## src/rtl/ram_rd_arb_init.sv

```systemverilog
// Init sequencer, round-robin read arbiter and response tagger in front of a 1R1W RAM.
// States:  S_INIT | fill every entry with INIT_VAL, all requesters stalled
//          S_RUN  | RAM initialized; one read and one write per cycle
module ram_rd_arb_init #(
    parameter int               DEPTH    = 4,
    parameter int               WIDTH    = 32,
    parameter int               RD_LAT   = 1,
    parameter logic [WIDTH-1:0] INIT_VAL = '0,
    parameter int               ERR_W    = 16
) (
    input  logic             clk,
    input  logic             rst,
    input  logic             init_req,
    output logic             init_done,
    input  logic             rd0_valid,
    input  logic [DEPTH-1:0] rd0_addr,
    output logic             rd0_ready,
    input  logic             rd1_valid,
    input  logic [DEPTH-1:0] rd1_addr,
    output logic             rd1_ready,
    input  logic             wr_valid,
    input  logic [DEPTH-1:0] wr_addr,
    input  logic [WIDTH-1:0] wr_data,
    output logic             wr_ready,
    output logic             rsp_valid,
    output logic             rsp_id,
    output logic [WIDTH-1:0] rsp_data,
    output logic             rsp_perr,
    output logic             ram_we,
    output logic [DEPTH-1:0] ram_waddr,
    output logic [WIDTH-1:0] ram_din,
    output logic             ram_re,
    output logic [DEPTH-1:0] ram_raddr,
    input  logic [WIDTH-1:0] ram_dout,
    input  logic             ram_perr,
    input  logic             err_clr,
    output logic [ERR_W-1:0] err_cnt
);

    typedef enum logic {S_INIT, S_RUN} state_t;

    state_t            state;
    logic [DEPTH-1:0]  icnt;
    logic              last_gnt;
    logic              run;
    logic              gnt0;
    logic              gnt1;
    logic [RD_LAT-1:0] pipe_v;
    logic [RD_LAT-1:0] pipe_id;

    assign run = (state == S_RUN);

    always_ff @(posedge clk or posedge rst) begin
        if (rst) begin
            state     <= S_INIT;
            icnt      <= '0;
            init_done <= 1'b0;
        end else begin
            case (state)
                S_INIT: begin
                    icnt <= icnt + 1'b1;
                    if (icnt == '1) begin
                        state     <= S_RUN;
                        init_done <= 1'b1;
                    end
                end
                S_RUN: begin
                    if (init_req) begin
                        state     <= S_INIT;
                        icnt      <= '0;
                        init_done <= 1'b0;
                    end
                end
                default: begin
                    state     <= S_INIT;
                    icnt      <= '0;
                    init_done <= 1'b0;
                end
            endcase
        end
    end

    // last_gnt names the requester served most recently; the other one wins a tie.
    assign gnt0 = run & rd0_valid & (~rd1_valid | last_gnt);
    assign gnt1 = run & rd1_valid & (~rd0_valid | ~last_gnt);

    assign rd0_ready = gnt0;
    assign rd1_ready = gnt1;
    assign ram_re    = gnt0 | gnt1;
    assign ram_raddr = gnt1 ? rd1_addr : rd0_addr;

    always_ff @(posedge clk or posedge rst) begin
        if (rst) begin
            last_gnt <= 1'b1;
        end else if (gnt0 | gnt1) begin
            last_gnt <= gnt1;
        end
    end

    assign wr_ready  = run;
    assign ram_we    = run ? wr_valid : 1'b1;
    assign ram_waddr = run ? wr_addr  : icnt;
    assign ram_din   = run ? wr_data  : INIT_VAL;

    // Tag pipeline runs independently of the FSM so reads issued before a re-init still return.
    always_ff @(posedge clk or posedge rst) begin
        if (rst) begin
            pipe_v  <= '0;
            pipe_id <= '0;
        end else begin
            pipe_v[0]  <= ram_re;
            pipe_id[0] <= gnt1;
            for (int i = 1; i < RD_LAT; i++) begin
                pipe_v[i]  <= pipe_v[i-1];
                pipe_id[i] <= pipe_id[i-1];
            end
        end
    end

    assign rsp_valid = pipe_v[RD_LAT-1];
    assign rsp_id    = pipe_id[RD_LAT-1];
    assign rsp_data  = ram_dout;
    assign rsp_perr  = ram_perr & rsp_valid;

    always_ff @(posedge clk or posedge rst) begin
        if (rst) begin
            err_cnt <= '0;
        end else if (err_clr) begin
            err_cnt <= ERR_W'(rsp_perr);
        end else if (rsp_perr && (err_cnt != '1)) begin
            err_cnt <= err_cnt + 1'b1;
        end
    end

endmodule

```

## config.mk

```make
export PLATFORM = sky130hd
export DESIGN_NAME = ram_rd_arb_init
export DESIGN_NICKNAME = d
export VERILOG_FILES = /design/src/rtl/ram_rd_arb_init.sv
export SDC_FILE = /design/constraint.sdc
export NUM_CORES = 1
export LEC_CHECK = 0
export ABC_AREA = 1
export CORE_ASPECT_RATIO = 0.7
export CORE_MARGIN = 1
export CORE_UTILIZATION = 28
export DETAILED_ROUTE_END_ITERATION = 7
export GPL_TIMING_DRIVEN = 0
export PLACE_DENSITY = 0.77
export SKIP_CTS_REPAIR_TIMING = 1
export SYNTH_ARGS = -nofsm -noshare
export SYNTH_HDL_FRONTEND = slang
export SYNTH_SLANG_ARGS = --single-unit
```

## constraint.sdc

```tcl
create_clock -name clk -period 1.6 [get_ports clk]
set_clock_uncertainty 0.2 [all_clocks]
set_input_delay 0.32 -clock clk [delete_from_list [all_inputs] [get_ports clk]]
set_output_delay 0.32 -clock clk [all_outputs]
set_load 0.01 [all_outputs]
```

==> results of run 1 <==
metal layers:
metal / global-route usage / vias up / routed length [µm] / part of all wire
met3: 0.0268 / 8 / 538 / 0.069
met5: 0 / - / 0 / 0
li1: - / 1296 / - / -
met1: 0.245 / 1205 / 3230 / 0.42
met2: 0.248 / 97 / 3920 / 0.51
met4: 0.0329 / 0 / 56 / 0.0072
power by group:
| part | internal [mW] | switching, mW | leakage (nW) |
|---|---|---|---|
| Sequential | 0.755 | 0.0926 | 0.313 |
| Clock | 0.177 | 0.216 | 0.0217 |
| Combinational | 1.22 | 1.04 | 2.26 |
| Total | 2.16 | 1.35 | 2.59 |
cells in the mapped netlist (all sizes together):
library cell,n,area share
nand2,124,0.23
inv,52,0.099
buf,36,0.13
dfrtp,24,0.30
nor2,20,0.045
nand3,16,0.040
nand4,11,0.035
o21ai,8,0.026
a21oi,5,0.013
clkbuf,4,0.0075
or2,4,0.013
xor2,4,0.018
ha,2,0.013
dfstp,1,0.013
mux2i,1,0.0050
o21bai,1,0.0038
layout make-up:
class	count	area (µm²)	area share
Timing Repair Buffer	186	1820	0.429
Multi-Input combinational cell	196	1080	0.253
Clock inverter	1	7.51	0.00177
Inverter	52	210	0.0495
Sequential cell	25	643	0.151
Buffer	40	332	0.0780
Tap cell	94	118	0.0277
Clock buffer	3	41.3	0.00971
cell families (layout without fill, tap and decap cells):
| kind of cell | Yosys count | in the layout |
|---|---|---|
| AO/OA/AOI/OAI | 14 | 14 |
| AND/OR/NAND/NOR | 175 | 175 |
| buffers and inverters | 92 | 282 |
| adder cells (fa/ha/maj) | 2 | 2 |
| XOR/XNOR | 4 | 4 |
| flip-flops | 25 | 25 |
| multiplexers | 1 | 1 |
sequential cells by signal (all words and copies together) (netlist names):
signal	flops
icnt	4
rsp_id	1
last_gnt	1
err_cnt	16
rsp_valid	1
wr_ready	1
init_done	1
path summary, 6_finish.rpt:
| kind | from | endpoint | slack [ps] | cells past startpoint |
|---|---|---|---|---|
| hold / removal | rst | icnt[2]$_DFFE_PP0P_ | 240 | 2 |
| hold reg to reg | init_done$_DFFE_PP0P_ | init_done$_DFFE_PP0P_ | 290 | 2 |
| max in group asynchronous | rst | err_cnt[1]$_DFFE_PP0P_ | 600 | 2 |
| setup / recovery | wr_ready$_DFF_PP0_ | ram_din[27] | -350 | 7 |
| min in group clk | rd1_valid | rsp_id$_DFF_PP0_ | 250 | 3 |
| setup reg to reg | err_cnt[0]$_DFFE_PP0P_ | err_cnt[0]$_DFFE_PP0P_ | -260 | 11 |
worst register-to-register path, stage by stage (launching register included):
cell and delay [ps]:
dfrtp_2 440, buf_12 140, ha_4 160, nand2_4 80
nor2_4 40, nand2_2 90, nor2_4 50, o21ai_4 200
inv_4 90, clkbuf_16 170, nand2_2 50, nand2_1 40
metrics by stage:
stage	cells	hold WS, ps	worst slack [ps]	setup TNS, ps
floorplan	313	146	-86.1	-910
global placement	555	276	-737	-30090
detailed placement	555	282	-770	-31940
CTS	559	307	-920	-42670
global route	597	260	-398	-17380
finish	597	237	-347	-14320
cell usage in the layout (no fill, tap or decap), types with 4 or more instances in the layout:
cell type,count
dfrtp_1,11
xor2_1,4
buf_6,29
clkdlybuf4s50_1,82
nand2_1,81
a21oi_1,4
inv_1,32
nand2_4,7
nor2_1,16
buf_2,13
nand4_1,11
buf_4,61
dfrtp_2,13
inv_2,16
clkbuf_2,12
nand3_1,15
dlymetal6s2s_1,21
nand2_2,36
nor2_4,4
o21ai_0,5
==> results.md, run 1 <==
* Status: finished with violations
* Violated checks: setup timing
* Chip height at 72.6 µm
* Clk_lat worst skew at 280 ps
* DRC viols at 0
* Largest net degree at the start of global routing at 26
* Max VDD drop at around 480 µV
* Critical path fanouts, max at 6
* Post-synthesis sequential area ratio at 0.315
* TritonRoute pass-1 iters at 4
* DIE AREA at 7470 µm²
* Final nets at 590
* Initial antenna violation count at 0
* Clk Tree Root Cell: clkbuf_8
* Initial DRC count at 125
* Total design power at 3.51 mW
* Clock Tree Buf Depth at 2
* Dpl cell area at 3630 µm²
* Fillers at 631
* Final setup viols at 60
* Post-DP HPWL at 5.51 mm
* Max Fclk at 513 MHz
* TritonCTS buffer count at 3
* Largest delay share family, worst path: buffers and inverters
* I/O pin count at roughly 180
* Rel. slew slack at 0.626
* Final max-slew violation count at 0
* Syn. warnings at 0
* Simple-gate share of the synthesized area at 0.367
* Synthesized cell area at approximately 2000 µm²
* Critical path class: flip-flop to primary output
* CP max-delay cell: dfrtp_1
* Port bufs at around 150
* Synth Area in XOR/XNOR at 0.0176
* Clock sink count at 25
* Final hold vios at 0
* RSZ-0062 raised after global routing: true
* Diode count at 0
* Worst Setup End Kind: primary output
* Die X at just over 100 µm
* Grt total ovfl at 0
* #FFs+latches synth at 25
* Syn Nets at 399
* Via count at 2606
* Largest family of logic cells by synthesized area: simple AND/OR/NAND/NOR gates
* Syn_area_per_cell at 6.37 µm²
* Routed wire length per instance at 13.0 µm
* Post-synthesis cell count at 313
* Power Density at 825 nW/µm²
* Area grow syn2layout at 113%
* Slew @ Worst Pin at about 560 ps
* Final instance area at 4250 µm²
* CTS clk-pin slew, worst paths at 100 ps
* Post-synthesis mux area share at 0.00502
* CP Data Required Time at 1080 ps
* WP buf/inv at 6
* Synth Area in Adders at 0.0126
* Final Wtd Congestion at 0.870
* Finished Core Util at 0.623
* Leak pwr at 2.59 nW
* Final Worst Setup Slack at -347 ps
* Rows at 25
* Vias per cell at ~4.4
* Crit-path cells: buf_6 -> buf_6 -> buf_8 -> clkbuf_16 -> nand2_2 -> inv_2 -> buf_6
* Startpoint Class: flip-flop
* H-tree depth at 1
* Max stage delay on crit path at roughly 400 ps
* Post-route ant nets at 0
* Maxcap violations at 0
* Synth Area in Compound Gates at 0.0421
* Crit path DAT at around 1400 ps
* Share of cells above drive strength 1 at 0.429
* Wirelength, routed at 7.74 mm
* Hold crit path type: input port to async pin
* Min Tclk post-route at 1950 ps
* Total track usage at 0.164
* Distinct cells, synth at 25
* CTS tree: done
* Most used cell, CP: buf_6
* Core ar. at about 7000 µm²
* Initial Util at 0.292
* Final Cycle Share at 1.22
* Global-route wire length before repair at roughly 9.6 mm
* Vias in the first global route at 2055
Note: power is estimated with default switching activity, not from simulation.
==> run 2, diff against run 1 <==
- CTS_CLUSTER_SIZE: default -> 24
- HOLD_SLACK_MARGIN: default -> 0.03
==> results of run 2 <==
The final DEF is identical to that of run 1; final timing and power are the same.
